===== src/rtl/zeroriscy_dma_pkg.sv =====
// Shared types and constants for the zeroriscy DMA copier and its memory request port.
package zeroriscy_dma_pkg;

  typedef enum logic [2:0] {
    IDLE    = 3'd0,
    RD_REQ  = 3'd1,
    RD_WAIT = 3'd2,
    WR_REQ  = 3'd3,
    WR_WAIT = 3'd4,
    DONE    = 3'd5
  } dma_state_e;

  localparam logic [3:0]  BE_FULL         = 4'hF;
  localparam logic [31:0] ADDR_ALIGN_MASK = 32'hFFFF_FFFC;

  function automatic logic [31:0] align_word(input logic [31:0] addr);
    return addr & ADDR_ALIGN_MASK;
  endfunction

endpackage


===== src/rtl/zeroriscy_mem_req_port.sv =====
// Single-outstanding initiator port: holds req/we/addr/wdata until gnt, then
// waits for the one matching rvalid.
module zeroriscy_mem_req_port
  import zeroriscy_dma_pkg::*;
(
  input  logic        clk,
  input  logic        rst,
  input  logic        start,
  input  logic        start_we,
  input  logic [31:0] start_addr,
  input  logic [31:0] start_wdata,
  input  logic        data_gnt,
  input  logic        data_rvalid,
  input  logic        data_err,
  input  logic [31:0] data_rdata,
  output logic        data_req,
  output logic        data_we,
  output logic [3:0]  data_be,
  output logic [31:0] data_addr,
  output logic [31:0] data_wdata,
  output logic        resp_valid,
  output logic        resp_err,
  output logic [31:0] resp_rdata
);

  logic        req_r;
  logic        we_r;
  logic        pend_r;
  logic [31:0] addr_r;
  logic [31:0] wdata_r;

  // Request fields are loaded on start and frozen until the grant.
  always_ff @(posedge clk) begin
    if (rst) begin
      req_r   <= 1'b0;
      we_r    <= 1'b0;
      pend_r  <= 1'b0;
      addr_r  <= 32'h0;
      wdata_r <= 32'h0;
    end else begin
      if (start) begin
        req_r   <= 1'b1;
        we_r    <= start_we;
        addr_r  <= align_word(start_addr);
        wdata_r <= start_wdata;
      end else if (req_r && data_gnt) begin
        req_r <= 1'b0;
      end
      if (req_r && data_gnt) begin
        pend_r <= 1'b1;
      end else if (pend_r && data_rvalid) begin
        pend_r <= 1'b0;
      end
    end
  end

  assign data_req   = req_r;
  assign data_we    = we_r;
  assign data_be    = BE_FULL;
  assign data_addr  = addr_r;
  assign data_wdata = wdata_r;

  // Stray rvalids (none outstanding, e.g. straight after reset) are dropped here.
  assign resp_valid = pend_r & data_rvalid;
  assign resp_err   = pend_r & data_rvalid & data_err;
  assign resp_rdata = data_rdata;

endmodule


===== src/rtl/zeroriscy_dma_copier.sv =====
// Word-by-word memory copier on the zeroriscy data port (read, then write).
// Optional ZERORISCY_DMA_FILL_EN adds a pattern-fill mode (cmd_fill/cmd_pattern).
module zeroriscy_dma_copier
  import zeroriscy_dma_pkg::*;
#(
  parameter int unsigned LEN_W    = 16,
  parameter int unsigned ADDR_INC = 4
) (
  input  logic             clk,
  input  logic             rst,
  input  logic             cmd_valid,
  output logic             cmd_ready,
  input  logic [31:0]      cmd_src,
  input  logic [31:0]      cmd_dst,
  input  logic [LEN_W-1:0] cmd_len,
`ifdef ZERORISCY_DMA_FILL_EN
  input  logic             cmd_fill,
  input  logic [31:0]      cmd_pattern,
`endif
  output logic             busy,
  output logic             done,
  output logic             err,
  output logic             data_req,
  output logic             data_we,
  output logic [3:0]       data_be,
  output logic [31:0]      data_addr,
  output logic [31:0]      data_wdata,
  input  logic [31:0]      data_rdata,
  input  logic             data_gnt,
  input  logic             data_rvalid,
  input  logic             data_err
);

  localparam logic [LEN_W-1:0] LEN_ZERO  = {LEN_W{1'b0}};
  localparam logic [LEN_W-1:0] LEN_ONE   = {{(LEN_W-1){1'b0}}, 1'b1};
  localparam logic [31:0]      ADDR_STEP = 32'(ADDR_INC);

  dma_state_e       state_r, state_d;
  logic [31:0]      src_r, src_d, dst_r, dst_d, wdata_r, wdata_d;
  logic [LEN_W-1:0] rem_r, rem_d;
  logic             fill_r, fill_d, err_r, err_d;
  logic             busy_r, busy_d, done_r, done_d, ready_r, ready_d;
  logic             accept_s, rd_start_s, wr_start_s;
  logic             resp_valid_s, resp_err_s, resp_ok_s;
  logic [31:0]      resp_rdata_s;
  logic             cmd_fill_s;
  logic [31:0]      cmd_pattern_s;

`ifdef ZERORISCY_DMA_FILL_EN
  assign cmd_fill_s    = cmd_fill;
  assign cmd_pattern_s = cmd_pattern;
`else
  assign cmd_fill_s    = 1'b0;
  assign cmd_pattern_s = 32'h0;
`endif

  assign accept_s  = cmd_valid && (state_r == IDLE);
  assign resp_ok_s = resp_valid_s && !resp_err_s;

  // State, datapath and registered status outputs.
  always_ff @(posedge clk) begin
    if (rst) begin
      state_r <= IDLE;
      src_r   <= 32'h0;
      dst_r   <= 32'h0;
      wdata_r <= 32'h0;
      rem_r   <= LEN_ZERO;
      fill_r  <= 1'b0;
      err_r   <= 1'b0;
      busy_r  <= 1'b0;
      done_r  <= 1'b0;
      ready_r <= 1'b1;
    end else begin
      state_r <= state_d;
      src_r   <= src_d;
      dst_r   <= dst_d;
      wdata_r <= wdata_d;
      rem_r   <= rem_d;
      fill_r  <= fill_d;
      err_r   <= err_d;
      busy_r  <= busy_d;
      done_r  <= done_d;
      ready_r <= ready_d;
    end
  end

  // Next-state decode.
  always_comb begin
    state_d = state_r;
    case (state_r)
      IDLE: begin
        if (!accept_s)                state_d = IDLE;
        else if (cmd_len == LEN_ZERO) state_d = DONE;
        else if (cmd_fill_s)          state_d = WR_REQ;
        else                          state_d = RD_REQ;
      end
      RD_REQ: begin
        if (data_gnt) state_d = RD_WAIT;
        else          state_d = RD_REQ;
      end
      RD_WAIT: begin
        if (resp_err_s)     state_d = DONE;
        else if (resp_ok_s) state_d = WR_REQ;
        else                state_d = RD_WAIT;
      end
      WR_REQ: begin
        if (data_gnt) state_d = WR_WAIT;
        else          state_d = WR_REQ;
      end
      WR_WAIT: begin
        if (resp_err_s)              state_d = DONE;
        else if (!resp_ok_s)         state_d = WR_WAIT;
        else if (rem_r == LEN_ONE)   state_d = DONE;
        else if (fill_r)             state_d = WR_REQ;
        else                         state_d = RD_REQ;
      end
      DONE:    state_d = IDLE;
      default: state_d = IDLE;
    endcase
  end

  // Datapath updates, request launches and next status outputs.
  always_comb begin
    src_d   = src_r;
    dst_d   = dst_r;
    wdata_d = wdata_r;
    rem_d   = rem_r;
    fill_d  = fill_r;
    err_d   = err_r;
    if (accept_s) begin
      src_d   = align_word(cmd_src);
      dst_d   = align_word(cmd_dst);
      rem_d   = cmd_len;
      fill_d  = cmd_fill_s;
      err_d   = 1'b0;
      wdata_d = cmd_fill_s ? cmd_pattern_s : wdata_r;
    end else if (resp_err_s && (state_r == RD_WAIT || state_r == WR_WAIT)) begin
      err_d = 1'b1;
    end else if (resp_ok_s && state_r == RD_WAIT) begin
      wdata_d = resp_rdata_s;
    end else if (resp_ok_s && state_r == WR_WAIT) begin
      src_d = src_r + ADDR_STEP;
      dst_d = dst_r + ADDR_STEP;
      rem_d = rem_r - LEN_ONE;
    end else begin
      err_d = err_r;
    end
    rd_start_s = (state_d == RD_REQ) && (state_r != RD_REQ);
    wr_start_s = (state_d == WR_REQ) && (state_r != WR_REQ);
    busy_d     = (state_d != IDLE);
    done_d     = (state_d == DONE);
    ready_d    = (state_d == IDLE);
  end

  zeroriscy_mem_req_port u_port (
    .clk         (clk),
    .rst         (rst),
    .start       (rd_start_s | wr_start_s),
    .start_we    (wr_start_s),
    .start_addr  (wr_start_s ? dst_d : src_d),
    .start_wdata (wdata_d),
    .data_gnt    (data_gnt),
    .data_rvalid (data_rvalid),
    .data_err    (data_err),
    .data_rdata  (data_rdata),
    .data_req    (data_req),
    .data_we     (data_we),
    .data_be     (data_be),
    .data_addr   (data_addr),
    .data_wdata  (data_wdata),
    .resp_valid  (resp_valid_s),
    .resp_err    (resp_err_s),
    .resp_rdata  (resp_rdata_s)
  );

  assign cmd_ready = ready_r;
  assign busy      = busy_r;
  assign done      = done_r;
  assign err       = err_r;

endmodule

===== config.mk =====
export PLATFORM = sky130hd
export DESIGN_NAME = zeroriscy_dma_copier
export DESIGN_NICKNAME = d
export VERILOG_FILES = /design/src/rtl/zeroriscy_dma_pkg.sv /design/src/rtl/zeroriscy_mem_req_port.sv /design/src/rtl/zeroriscy_dma_copier.sv
export SDC_FILE = /design/constraint.sdc
export NUM_CORES = 1
export LEC_CHECK = 0
export ABC_AREA = 1
export CAP_MARGIN = 40
export CORE_ASPECT_RATIO = 2
export CORE_MARGIN = 10
export CORE_UTILIZATION = 45
export CTS_CLUSTER_SIZE = 28
export DETAILED_ROUTE_END_ITERATION = 8
export HOLD_SLACK_MARGIN = 0.05
export PLACE_DENSITY_LB_ADDON = 0.05
export SLEW_MARGIN = 15
export SYNTH_ARGS = -nofsm -noshare
export SYNTH_HDL_FRONTEND = slang
export SYNTH_SLANG_ARGS = --single-unit

===== constraint.sdc =====
create_clock -name clk -period 2.7 [get_ports clk]
set_clock_uncertainty 0.1 [all_clocks]
set_input_delay 0.54 -clock clk [delete_from_list [all_inputs] [get_ports clk]]
set_output_delay 0.54 -clock clk [all_outputs]
set_load 0.1 [all_outputs]

# Yosys cells after proc, flatten, opt, wreduce, memory -nomap -nowiden
# Cells that the tools add are included.
dict set report word_totals {
  reg_bits 184
  in_bits 118
  output_inout_bits 74
  elab_cells 82
}
dict set report classes {
  addsub 3
  eq_ne 12
  n_mux 30
  n_bitwise 3
  reduce_logical 20
}
# cell count
set op_table {}
lappend op_table {{2-to-1 mux 32 bit} 12}
lappend op_table {{adder 32 x 3 -> 32 bit, second input constant} 2}
lappend op_table {{2-to-1 mux 16 bit} 4}
lappend op_table {{2-to-1 mux 3 bit} 7}
lappend op_table {{equality test 16 x 1 -> 1 bit, second input constant} 1}
lappend op_table {{zero test 16 bit} 1}
lappend op_table {{subtractor 16 x 1 -> 16 bit, second input constant} 1}
lappend op_table {{one-hot mux 3 bit (5 select lines)} 1}
lappend op_table {{equality test 3 x 2 -> 1 bit, second input constant} 3}
lappend op_table {{logical AND 1 bit} 9}
lappend op_table {{equality test 3 x 1 -> 1 bit, second input constant} 2}
lappend op_table {{equality test 3 bit, second input constant} 2}
lappend op_table {{zero test 3 bit} 2}
lappend op_table {{nonzero test 2 bit} 3}
lappend op_table {{2-to-1 mux 1 bit} 5}
lappend op_table {{inequality test 2 bit, second input constant} 2}
lappend op_table {{inequality test 3 x 1 -> 1 bit, second input constant} 1}
lappend op_table {{inequality test 3 x 2 -> 1 bit, second input constant} 1}
lappend op_table {{AND reduction 3 bit} 1}
lappend op_table {{nonzero test 3 bit} 1}
lappend op_table {{AND 1 bit} 2}
lappend op_table {{2-to-1 mux 2 bit} 1}
lappend op_table {{OR reduction 2 bit} 1}
lappend op_table {{zero test 1 bit} 1}
lappend op_table {{other kinds (2)} 2}

# Longest topological paths before layout
# Gate-level depths: netlist of run 1.
dict set report depth {
  ltp_word 11
  ltp_mapped 16
  mapped_depth_nobuf 15
}

# By module
# Synthesis of run 1 repeated with hierarchy kept, for this count alone.
dict set report unflattened {
  cells_unflattened 1469
  hier_area_um2 9836.9
}
# module instances cells_each area_each_um2 seq_area_each_um2
set by_module_without_submodules {}
lappend by_module_without_submodules {zeroriscy_dma_copier 1 1143 7158.1 2382.3}
lappend by_module_without_submodules {zeroriscy_mem_req_port 1 326 2678.8 1301.2}

# Least setup slack after synthesis of run 1
# OpenSTA, ideal clock, no wires.
dict set report synth_path {
  path_type {in2reg}
  startpoint {input port cmd_valid}
  endpoint {register u_port.addr_r[2] (netlist: u_port.data_addr[2])}
  setup_ns 0.120
  arrival_time_ns 1.765
  t_required_ns 2.480
  slack_ns 0.715
  path_stages 15
  n_path_buf 2
  cell_sequence {inv_1 nor2_1 nand2_4 nor2_2 nand3_1 nand2_1 inv_1 nand2_1 nand2_1 nand2_1 nand2_2 buf_6 buf_4 nor2_1 nor3_2}
}
dict set report synth_between {
  elab_chain_len 6
  word_cells_on_any_way 11
  classes_between {eq/ne: 2; mux: 5; bitwise: 1; reduce/logical: 3}
}
# element line_no
set synth_lines {}
lappend synth_lines {{start, declared} zeroriscy_dma_copier.sv:11} ;# input logic cmd_valid,
lappend synth_lines {{logical AND 1 bit (*)} zeroriscy_dma_copier.sv:57} ;# assign accept_s = cmd_valid && (state_r == IDLE);
lappend synth_lines {{2-to-1 mux 3 bit} zeroriscy_dma_copier.sv:92} ;# if (!accept_s) state_d = IDLE;
lappend synth_lines {{one-hot mux 3 bit (5 select lines)} zeroriscy_dma_copier.sv:90} ;# case (state_r)
lappend synth_lines {{equality test 3 x 2 -> 1 bit / equality test 3 x 1 -> 1 bit (equally long branches)} {zeroriscy_dma_copier.sv:149, zeroriscy_dma_copier.sv:148}}
lappend synth_lines {{logical AND 1 bit, on equally long branches} {zeroriscy_dma_copier.sv:149, zeroriscy_dma_copier.sv:148}}
lappend synth_lines {{2-to-1 mux 32 bit / bitwise OR 1 bit (equally long branches)} {zeroriscy_dma_copier.sv:160, zeroriscy_dma_copier.sv:158}}
lappend synth_lines {{end signal, assigned} zeroriscy_mem_req_port.sv:44} ;# addr_r <= align_word(start_addr);
lappend synth_lines {{end, declared} zeroriscy_mem_req_port.sv:29} ;# logic [31:0] addr_r;
# Mark *: on every way between the ends. The rest lies on a longest branch, timed or not.
# A chain may end at the register's enable or synchronous reset.

# Worst setup path in the final report of run 1
dict set report layout_path {
  startpoint {input port data_rvalid}
  endpoint {register u_port.addr_r[9] (netlist: u_port.data_addr[9])}
}
dict set report layout_between {
  elab_chain_len 10
  word_cells_on_any_way 26
  classes_between {eq/ne: 2; mux: 14; bitwise: 3; reduce/logical: 7}
}
# element line_no
set layout_lines {}
lappend layout_lines {{start, declared} zeroriscy_dma_copier.sv:30} ;# input logic data_rvalid,
lappend layout_lines {{AND 1 bit (*)} {zeroriscy_mem_req_port.sv:64, zeroriscy_mem_req_port.sv:65}}
lappend layout_lines {{AND 1 bit} zeroriscy_mem_req_port.sv:65} ;# assign resp_err = pend_r & data_rvalid & data_err;
lappend layout_lines {{zero test 1 bit} zeroriscy_dma_copier.sv:58} ;# assign resp_ok_s = resp_valid_s && !resp_err_s;
lappend layout_lines {{logical AND 1 bit} zeroriscy_dma_copier.sv:58}
lappend layout_lines {{2-to-1 mux 3 bit, or another cell as far along} zeroriscy_dma_copier.sv:112} ;# else if (!resp_ok_s) state_d = WR_WAIT;
lappend layout_lines {{2-to-1 mux 3 bit, or another cell as far along} zeroriscy_dma_copier.sv:111} ;# if (resp_err_s) state_d = DONE;
lappend layout_lines {{one-hot mux 3 bit (5 select lines) / 2-to-1 mux 32 bit (equally long branches)} {zeroriscy_dma_copier.sv:90, zeroriscy_dma_copier.sv:139}}
lappend layout_lines {{equality test 3 x 2 -> 1 bit, or another cell as far along} zeroriscy_dma_copier.sv:149} ;# wr_start_s = (state_d == WR_REQ) && (state_r != WR_REQ);
lappend layout_lines {{logical AND 1 bit, or another cell as far along} zeroriscy_dma_copier.sv:149}
lappend layout_lines {{2-to-1 mux 32 bit / bitwise OR 1 bit (equally long branches)} {zeroriscy_dma_copier.sv:160, zeroriscy_dma_copier.sv:158}}
# Marks and branches as above.

==> metrics.md, run 1 <==
| Metric | Value |
|---|---|
| Status | finished clean |
| CP max FO | 7 |
| Peak VDD IR | 0.000787 V |
| # diodes | 0 |
| Worst Hold Margin | 379 ps |
| Avg Inst Size Synth | 6.55 sq um |
| Critical path depth | 12 |
| Clock network power share | 29.7% |
| Post-DR wirelength/cell | 16.1 um |
| Post-route DRC | 0 |
| Post-Syn Area | 9280 sq um |
| NetSw | 3.20 mW |
| Core Area | 20,400 sq um |
| Worst reg2reg path depth | 10 |
| Critical path endpoint | u_port.data_addr[9] |
| Total congestion overflow | 0 |
| Worst path bufs/invs | 3 |
| Fill cell count | 2,017 |
| Setup tns final | 0 ps |
| Post-DP HPWL | 23,400 um |
| Yosys reg bits | 180 |
| Routed Antenna Nets | 0 |
| Logic pwr share | 32.5% |
| Most common cell after layout, fill and taps aside | nand2_1 |
| Layout Cell Area excl Fill | 12,100 sq um |
| Largest net degree at the start of global routing | 73 |
| WP data required | 2940 ps |
| Initial antenna violation count | 0 |
| Sequential Power Share | 37.8% |
| Pwr per Cell Area | 680 nW/um^2 |
| Max_slew headroom | 58.4% |
| Syn. warnings | 0 |
| Clock Latency Late Sink | 440 ps |
| Clk sinks | 180 |
| Worst Setup SP | data_rvalid |
| Final setup margin | 344 ps |
| P&R area growth vs syn | 30.4% |
| Router iterations before antenna repair | 5 |
| Slew Limit Fails | 0 |
| Hold Vio Cnt, Final | 0 |
| Die area | 27,100 sq um |
| Fmax achieved | 424 MHz |
| Crit path max-delay cell type | clkdlybuf4s50_1 |
| Placed Area | 11,500 sq um |
| Die Y | 223 um |
| Number of port buffers | 181 |
| Max H-tree Level | 4 |
| Total Power Consumption | 8.23 mW |
| Sequential-to-total area share from yosys stat | 38.8% |
| Largest delay share family, worst path | buffers and inverters |
| Initial Util | 45.6% |
| Ratio of cells with drive above 1 in the final layout | 14.5% |
| Reg2reg setup slack | 560 ps |
| TritonCTS buffer count | 17 |
| WS Path Type | primary input to flop |
| Final core occ | 59.4% |
| Max clock buf depth | 2 |
| Worst Path Arrival | 2600 ps |
| CTS clk-pin slew, worst paths | 60 ps |
| Initial drt markers | 503 |
| Synth area leader | dfxtp_1 |
| Commonest cells after routing, fill and taps aside | nand2_1, nor2_1, dfxtp_1, buf_4, inv_1 |
| Root buf cell | clkbuf_16 |
| RSZ-0062 raised after global routing | no |
| Sw Ratio | 38.9% |
| First-pass GRT wire length | 48,900 um |
| DRT Wirelength | 30,600 um |
| GR Util All Layers | 22.7% |
| Largest cells by area after synthesis | dfxtp_1, nand2_1, nor2_1 |
| Synth top area share | 38.8% |
| Setup repair bufs after CTS | 0 |
| Final std cells w/o fill | 1,897 |
| Int Power | 5.03 mW |
| RePlAce Congestion | 0.916 |
| FF-to-FF Start | src_r[4] |
| Final #Nets | 1,741 |
| CTS tree | built |
| Tcrit/Tclk final | 87.3% |
| Via density | 5.02 |
| Crit-path cells | clkdlybuf4s50_1 -> nand2_1 -> nor2_1 -> buf_4 -> nand2_2 -> buf_4 -> o21ai_0 -> nand3_1 -> o21ai_0 -> o21ai_0 -> nor2_1 -> nor2_1 |
| Place WS | -136 ps |
| Worst r2r dst | u_port.data_addr[13] |
| Vias in the first global route | 9,491 |
| Critical path's largest stage delay | 510 ps |
| Std cell rows | 74 |
| Post-CTS sizing | 0 |
| Placed Instances | 1,866 |
| CP Launch Type | primary input |
| Io pins | 192 |
| Yosys cell types | 42 |
| Detailed-route via count | 9,526 |
| LEAKAGE | 5.65 nW |
| Tightest Pin Transition | 617 ps |
| Hold WC Path Type | flop to flop |
| Tmin final | 2360 ps |
| Hold buffer count at CTS | 0 |
| Count of final setup violators | 0 |
| CP Capture Type | flop |
| Die Wd | 122 um |
| Max cap viols | 0 |
| Mapped Cells | 1,417 |
## power by group through the flow
stage                     clock (mW)  sequential, mW  combinational, mW
final                           2.45            3.11               2.68
after global routing            2.57            3.15               2.87
after CTS                       2.49            3.11               2.70
after detailed placement           0            3.16               2.69
after global placement             0            3.16               2.68
after floorplan                    0            4.19              0.882
## worst reg2reg max path, cell delays in order (launching register included)
cell	delay, ps
dfxtp_1	420
nand2_1	80
nor2_1	240
nand3_1	270
nor2_4	170
buf_12	150
nand3_1	70
a21boi_1	220
nand2_1	90
nand2_1	160
nor2_1	70
## final cells by class
class	instances	area [sq um]	share of cell area, %
tap	266	333	2.75
multi-input combinational	1037	4840	39.9
inverter	132	495	4.09
clock inverter	8	75.1	0.620
timing repair buffer	251	2260	18.7
clock buffer	23	498	4.11
sequential	180	3600	29.8
## layer usage
metal / track usage, % / up-vias / routed length, um
li1: - / 4888 / -
met1: 24.2 / 4351 / 11800
met2: 40.0 / 229 / 15800
met3: 5.97 / 58 / 1780
met4: 11.1 / 0 / 1240
met5: 0 / - / 0
## Yosys cell counts (all sizes together)
cell type / n
or3: 1
buf: 36
a21boi: 1
nor3: 18
nand3b: 3
and3: 1
a211oi: 9
or2: 46
conb: 2
a311oi: 2
o21bai: 4
and2: 1
o21ai: 101
clkbuf: 36
a31oi: 9
a21o: 1
o22ai: 2
nand2: 317
nand4: 25
inv: 132
xnor2: 8
ha: 4
a21oi: 31
nand3: 116
dfxtp: 180
a22oi: 2
xor2: 21
o211ai: 5
mux2i: 6
nor2: 297
## cells by family after synthesis
kind of cell	Yosys count	synth area share, %
AO/OA/AOI/OAI	167	9.83
XOR/XNOR	29	2.74
adder cells (fa/ha/maj)	4	0.539
buffers and inverters	204	9.34
flip-flops	180	38.8
multiplexers	6	0.647
other	2	0.0809
AND/OR/NAND/NOR	825	38.0
## how the worst min path moves through the flow
stage                     slack, ps  cells after the start       endpoint             from
final                           380                      2  u_port.pend_r  u_port.data_req
after detailed placement        370                      2  u_port.pend_r    u_port.pend_r
after global placement          360                      2  u_port.pend_r    u_port.pend_r
after global routing            420                      2  u_port.pend_r    u_port.pend_r
after floorplan                 350                      2  u_port.pend_r    u_port.pend_r
after CTS                       380                      2  u_port.pend_r    u_port.pend_r
## registers in the layout (all words and copies together) (netlist names)
register / flops
u_port.pend_r: 1
wdata_r: 32
err: 1
u_port.data_req: 1
state_r: 3
src_r: 30
done: 1
busy: 1
rem_r: 16
cmd_ready: 1
dst_r: 30
u_port.data_we: 1
u_port.data_wdata: 32
u_port.data_addr: 30
Power figures use the tool's default switching activity.
==> run 2, diff against run 1 <==
- CAP_MARGIN: 40 -> not set
- CORE_ASPECT_RATIO: 2 -> not set
- CORE_UTILIZATION: 45 -> 56
==> run 2 against run 1 <==
Compared with the run above:
- maximum frequency is 3.6% higher
- critical endpoint is now u_port.data_addr[19]
- sequential cell count stayed put
- worst hold slack better by 6.7 ps
- clock power is 5% higher
==> metrics.md, run 2 (same netlist as run 1, synthesis figures left out) <==
| Metric | Value |
|---|---|
| Status | finished clean |
| Layout Cell Area excl Fill | 11,900 sq um (-1.6%) |
| # diodes | 0 (unchanged) |
| Max_slew headroom | 52.0% (-6.4 points) |
| First-pass GRT wire length | 46,000 um (-5.9%) |
| Commonest cells after routing, fill and taps aside | nand2_1, nor2_1, dfxtp_1, inv_1, nand3_1 |
| Total congestion overflow | 0 (unchanged) |
| Peak VDD IR | 0.000489 V (-38%) |
| Clk sinks | 180 (unchanged) |
| Placed Area | 11,300 sq um (-2.1%) |
| Largest delay share family, worst path | simple AND/OR/NAND/NOR gates |
| Crit-path most repeated cell | nand2_1 |
| Initial drt markers | 960 (+91%) |
| Root buf cell | clkbuf_16 |
| FF-to-FF Start | state_r[2] |
| WP data required | 2980 ps (+40 ps) |
| Hold WC Path Type | flop to flop |
| Final std cells w/o fill | 1,824 (-3.8%) |
| Sw Ratio | 41.0% (+2.0 points) |
| WS Path Type | primary input to flop |
| Pwr per Cell Area | 701 nW/um^2 (+3.1%) |
| Slew Limit Fails | 0 (unchanged) |
| CP max FO | 35 (+28) |
| Clock network power share | 30.8% (+1.1 points) |
| Tcrit/Tclk final | 84.2% (-3.0 points) |
| Io pins | 192 (unchanged) |
| Die Y | 149 um (-33%) |
| Final #Nets | 1,713 (-1.6%) |
| Int Power | 4.93 mW (-2.0%) |
| Worst Hold Margin | 385 ps (+6.66 ps) |
| Reg2reg setup slack | 510 ps (-50 ps) |
| Router iterations before antenna repair | 6 (+1) |
| Most common cell after layout, fill and taps aside | nand2_1 |
| Via density | 5.30 (+5.5%) |
| Hold path cells | 2 (unchanged) |
| Crit-path cells | clkdlybuf4s50_1 -> inv_1 -> nor2_1 -> nand2_4 -> nor2_2 -> nand3_1 -> nand2_1 -> inv_1 -> nand2_1 -> nand2_1 -> nand2_1 -> nand2_2 -> inv_2 -> buf_12 -> nor2_1 -> nor2_1 |
| LEAKAGE | 5.55 nW (-1.8%) |
| Final core occ | 72.6% (+13 points) |
| Hold Vio Cnt, Final | 0 (unchanged) |
| Max H-tree Level | 4 (unchanged) |
| TritonCTS buffer count | 17 (unchanged) |
| CTS clk-pin slew, worst paths | 80 ps (+20 ps) |
| DRT Wirelength | 28,400 um (-7.2%) |
| RePlAce Congestion | 0.915 (-0.15%) |
| Initial antenna violation count | 0 (unchanged) |
| Post-DR wirelength/cell | 15.6 um (-3.5%) |
| Sequential Power Share | 37.4% (-0.4 points) |
| GR Util All Layers | 25.4% (+2.6 points) |
| Hold Path End | u_port.data_wdata[8] |
| Hold buffer count at CTS | 0 (unchanged) |
| Placed Instances | 1,792 (-4.0%) |
| Logic pwr share | 31.9% (-0.6 points) |
| P&R area growth vs syn | 28.3% |
| Worst r2r dst | rem_r[10] |
| Detailed-route via count | 9,663 (+1.4%) |
| Vias in the first global route | 9,164 (-3.4%) |
| Die Wd | 149 um (+22%) |
| Worst Path Arrival | 2550 ps (-50 ps) |
| GRT met3 Usage | 7.83% (+1.9 points) |
| Std cell rows | 47 (-36%) |
| Post-route DRC | 0 (unchanged) |
| Initial Util | 56.6% (+11 points) |
| Final setup margin | 426 ps (+81.9 ps) |
| Tmin final | 2270 ps (-81.9 ps) |
| CP Launch Type | primary input |
| Tightest Pin Transition | 717 ps (+99.6 ps) |
| Ratio of cells with drive above 1 in the final layout | 13.2% (-1.4 points) |
| Setup repair bufs after CTS | 0 (unchanged) |
| Number of port buffers | 181 (unchanged) |
| Largest net degree at the start of global routing | 56 (-23%) |
| Worst reg2reg path depth | 8 (-2) |
| Clock Latency Late Sink | 440 ps (about the same) |
| NetSw | 3.42 mW (+6.7%) |
| Place WS | 8.43 ps (+144 ps) |
| Core Area | 16,400 sq um (-19%) |
| Global routing's busiest layer | met2 |
| CP Capture Type | flop |
| Max cap viols | 0 (unchanged) |
| Crit path max-delay cell type | clkdlybuf4s50_1 |
| Global Route met2 Usage | 41.8% (+1.8 points) |
| Count of final setup violators | 0 (unchanged) |
| Fmax achieved | 440 MHz (+3.6%) |
| Worst path bufs/invs | 5 (+2) |
| Max clock buf depth | 2 (unchanged) |
| Die area | 22,100 sq um (-18%) |
| Routed Antenna Nets | 0 (unchanged) |
| CTS tree | built |
| Post-DP HPWL | 20,500 um (-12%) |
| Setup tns final | 0 ps (unchanged) |
| RSZ-0062 raised after global routing | no |
| Worst Hold Launch | u_port.data_wdata[8] |
| Post-CTS sizing | 0 (unchanged) |
| Total Power Consumption | 8.35 mW (+1.4%) |
| Critical path's largest stage delay | 450 ps (-60 ps) |
| Grt met1 use | 32.0% (+7.7 points) |
==> run 2: cell count changes in the layout (fill, tap and decap cells not counted), moves of 2 or more <==
cell / previous run / this run
buf_12: 8 / 10
clkinvlp_4: 4 / 0
buf_4: 131 / 101
inv_6: 0 / 3
clkinv_2: 3 / 0
clkinv_8: 0 / 6
clkbuf_8: 5 / 1
inv_8: 0 / 4
==> run 2: worst max path at each step <==
stage / start / endpoint / slack, ps / cells after the start
3_3_place_gp: data_rvalid / u_port.data_addr[27] / 30 / 16
4_1_cts: cmd_valid / u_port.data_addr[19] / 430 / 16
3_5_place_dp: cmd_valid / u_port.data_addr[23] / 8 / 16
2_1_floorplan: cmd_valid / u_port.data_addr[2] / 720 / 15
6_report: cmd_valid / u_port.data_addr[19] / 430 / 16
5_1_grt: cmd_valid / u_port.data_addr[19] / 210 / 16
==> run 2: final cells by class <==
type                    count  area (sq um)
fillers                  1388          4500
multi-input cells        1037          4840
repair buffers            223          2080
flip-flops and latches    180          3600
clock buffers              18           439
clock inverters            14           178
well taps                 220           275
inverters                 132           495
==> run 2: power groups by stage <==
| stage | logic, mW | clock network (mW) | registers, mW |
|---|---|---|---|
| after detailed placement | 2.65 | 0 | 3.17 |
| after floorplan | 0.882 | 0 | 4.19 |
| after global placement | 2.62 | 0 | 3.17 |
| final | 2.66 | 2.57 | 3.12 |
| after CTS | 2.67 | 2.59 | 3.11 |
| after global routing | 2.84 | 2.69 | 3.15 |
==> run 2: tightest hold or removal path, delay by kind of cell, from the launching register on <==
family        cells  cell delay, ps
flops             1             310
simple gates      2             140
==> run 2: metal layers <==
layer	routed length [um]	share of wire, %
met5	0	0
met4	324	1.1
met3	2800	9.9
met2	13400	47
met1	11900	42
==> run 3, diff against run 2 <==
- CORE_UTILIZATION: 56 -> 47
- clock period: 2.7 -> 2 ns (I/O delays scaled with it)
==> run 3 against run 2 <==
Compared with the run above:
- the flow now finishes with violations (negative setup slack)
- core utilization down 1.9 points
- first-iteration DRC count down 36%
- clock-buffer cell count down 1
- register-to-register slack worse by 530 ps
- sequential share of layout area down 3.9 points
- final area up 16%
- die area up 16%
- sequential cell count unchanged
- wire length up 11%
- worst hold slack worse by 130 ps
- critical path type is now flop to flop
- critical endpoint is now u_port.data_wdata[16]
- largest cell class unchanged
- largest power group is now combinational logic
==> metrics.md, run 3 (same netlist as run 1, synthesis figures left out) <==
| Metric | Value |
|---|---|
| P&R area growth vs syn | 48.3% |
| Crit path max-delay cell type | dfxtp_2 |
| Hold WC Path Type | primary input to flop |
| Router iterations before antenna repair | 5 (-1) |
| FF-to-FF Start | rem_r[1] |
| Post-DR wirelength/cell | 15.9 um (+2.2%) |
| Largest delay share family, worst path | simple AND/OR/NAND/NOR gates |
| Crit-path cells | inv_2 -> ha_4 -> nand3_2 -> nor2_1 -> nand2_1 -> nand2_1 -> nand2_1 -> nand2_2 -> nand2_2 -> nand2_2 -> nand2_4 -> buf_12 -> clkbuf_16 -> o21ai_1 -> nor2_1 |
| WP data required | 2240 ps (-740 ps) |
| WS Path Type | flop to flop |
| Worst path bufs/invs | 3 (-2) |
| Initial Util | 47.7% (-8.9 points) |
| Placed Instances | 1,930 (+7.7%) |
| DRT Wirelength | 31,400 um (+11%) |
| Die area | 25,800 sq um (+16%) |
| Post-route DRC | 0 (unchanged) |
| Number of port buffers | 181 (unchanged) |
| Pwr per Cell Area | 874 nW/um^2 (+25%) |
| CTS clk-pin slew, worst paths | 80 ps (about the same) |
| Vias in the first global route | 9,379 (+2.3%) |
| GR Util All Layers | 23.0% (-2.4 points) |
| Ratio of cells with drive above 1 in the final layout | 24.4% (+11 points) |
| Tmin final | 2020 ps |
| Routed Antenna Nets | 0 (unchanged) |
| Final core occ | 70.7% (-1.9 points) |
| LEAKAGE | 6.32 nW (+14%) |
| Reg2reg setup slack | -20 ps (-530 ps) |
| Die Y | 161 um (+7.9%) |
| Peak VDD IR | 0.000642 V (+31%) |
| Largest net degree at the start of global routing | 104 (+86%) |
| CP max FO | 7 (-80%) |
| Core Area | 19,500 sq um (+19%) |
| Violated checks | negative setup slack |
| Io pins | 192 (unchanged) |
| Fmax achieved | 494 MHz |
| Worst Path Arrival | 2260 ps (-290 ps) |
| Status | finished with violations |
| Critical path endpoint | u_port.data_wdata[16] |
| RePlAce Congestion | 0.972 (+6.3%) |
| Worst Setup SP | rem_r[1] |
| Max cap viols | 0 (unchanged) |
| # diodes | 0 (unchanged) |
| Tcrit/Tclk final | 101% |
| Root buf cell | clkbuf_16 |
| CP Capture Type | flop |
| Slew Limit Fails | 0 (unchanged) |
| Die Wd | 161 um (+7.9%) |
| Commonest cells after routing, fill and taps aside | nand2_1, nor2_1, dfxtp_1, buf_4, inv_1 |
| CTS tree | built |
| Post-DP HPWL | 22,700 um (+11%) |
| Max clock buf depth | 2 (unchanged) |
| Via density | 5.10 (-3.7%) |
| Worst r2r dst | u_port.data_wdata[16] |
| TritonCTS buffer count | 17 (unchanged) |
| Clock Latency Late Sink | 440 ps (about the same) |
| Fill cell count | 1,648 (+19%) |
| Tightest Pin Transition | 536 ps (-181 ps) |
| Initial drt markers | 613 (-36%) |
| RSZ-0062 raised after global routing | yes |
| Final setup margin | -22.9 ps (-449 ps) |
| Final std cells w/o fill | 1,974 (+8.2%) |
| CP Launch Type | flop |
| Clk sinks | 180 (unchanged) |
| Worst reg2reg path depth | 15 (+7) |
| Initial antenna violation count | 0 (unchanged) |
| Hold Vio Cnt, Final | 0 (unchanged) |
| Critical path's largest stage delay | 340 ps (-110 ps) |
| Max_slew headroom | 64.3% (+12 points) |
| Most common cell after layout, fill and taps aside | nand2_1 |
| First-pass GRT wire length | 48,800 um (+6.2%) |
| Hold buffer count at CTS | 0 (unchanged) |
| Total congestion overflow | 0 (unchanged) |
| Std cell rows | 51 (+8.5%) |
| Detailed-route via count | 10,100 (+4.2%) |
| Final #Nets | 1,819 (+6.2%) |
| Max H-tree Level | 4 (unchanged) |
| Critical path depth | 15 (-1) |
| Count of final setup violators | 6 (+6) |
run 3: changes by cell type in the layout (fill, tap and decap cells not counted), moves of 11 or more:
cell	before	now
buf_12	10	54
nand3_2	1	12
dfxtp_1	180	168
buf_4	101	153
nand2_2	3	14
nor2_1	289	261
nand2_1	313	298
nand3_1	115	100
nor2_2	6	28
o21ai_2	0	19
o21ai_1	49	36
run 3: tightest hold or removal path, delay by kind of cell:
family | cells | cell delay [ps]
buf+inv | 3 | 240
simple gates | 1 | 90
run 3: power by group:
| part | switching [mW] | internal [mW] | total, mW |
|---|---|---|---|
| Sequential | 0.355 | 3.93 | 4.29 |
| Clock | 1.63 | 1.78 | 3.41 |
| Combinational | 2.77 | 1.56 | 4.32 |
| Total | 4.75 | 7.27 | 12.0 |
run 3: layout make-up:
cell class	count	area, sq um	share of cell area (%)
multi-input cells	1037	5230	38.0
flip-flops and latches	180	3630	26.4
repair buffers	329	3490	25.3
inverters	132	500	3.64
clock buffers	17	425	3.09
well taps	265	332	2.41
clock inverters	14	166	1.21
run 3: stage by stage:
stage | hold slack (ps) | setup slack, ps | total power [mW] | setup TNS, ps | area [sq um]
2_1_floorplan | 353 | 155 | 6.85 | 0 | 9300
3_3_place_gp | 368 | -527 | 8.40 | -57640 | 12600
3_5_place_dp | 376 | -555 | 8.43 | -62130 | 12600
4_1_cts | 250 | 0.255 | 11.9 | 0 | 13200
5_1_grt | 275 | -154 | 12.5 | -5730 | 13800
6_report | 260 | -22.9 | 12.0 | -56.7 | 13800
run 3: routing by layer:
metal | GRT usage [%] | share of wire, % | wire, um
met5 | 0 | 0 | 0
met3 | 6.31 | 8.0 | 2510
met4 | 6.01 | 1.8 | 572
met1 | 30.4 | 44 | 13800
met2 | 36.3 | 46 | 14600
run 3: worst min path at each step:
stage / startpoint / end / slack [ps] / depth (start not counted)
6_report: rst / rem_r[6] / 260 / 4
3_5_place_dp: u_port.data_wdata[26] / u_port.data_wdata[26] / 380 / 2
5_1_grt: rst / u_port.data_req / 270 / 4
2_1_floorplan: u_port.pend_r / u_port.pend_r / 350 / 2
4_1_cts: rst / u_port.data_req / 250 / 4
3_3_place_gp: u_port.data_wdata[22] / u_port.data_wdata[22] / 370 / 2
run 3: what timing repair did:
action / in CTS / in global routing
cloned: 0 / 4
gates resized for setup: 22 / 120
buffers inserted: 3 / 6
pin swaps: 4 / 19
endpoints found under the setup margin: 62 / 100
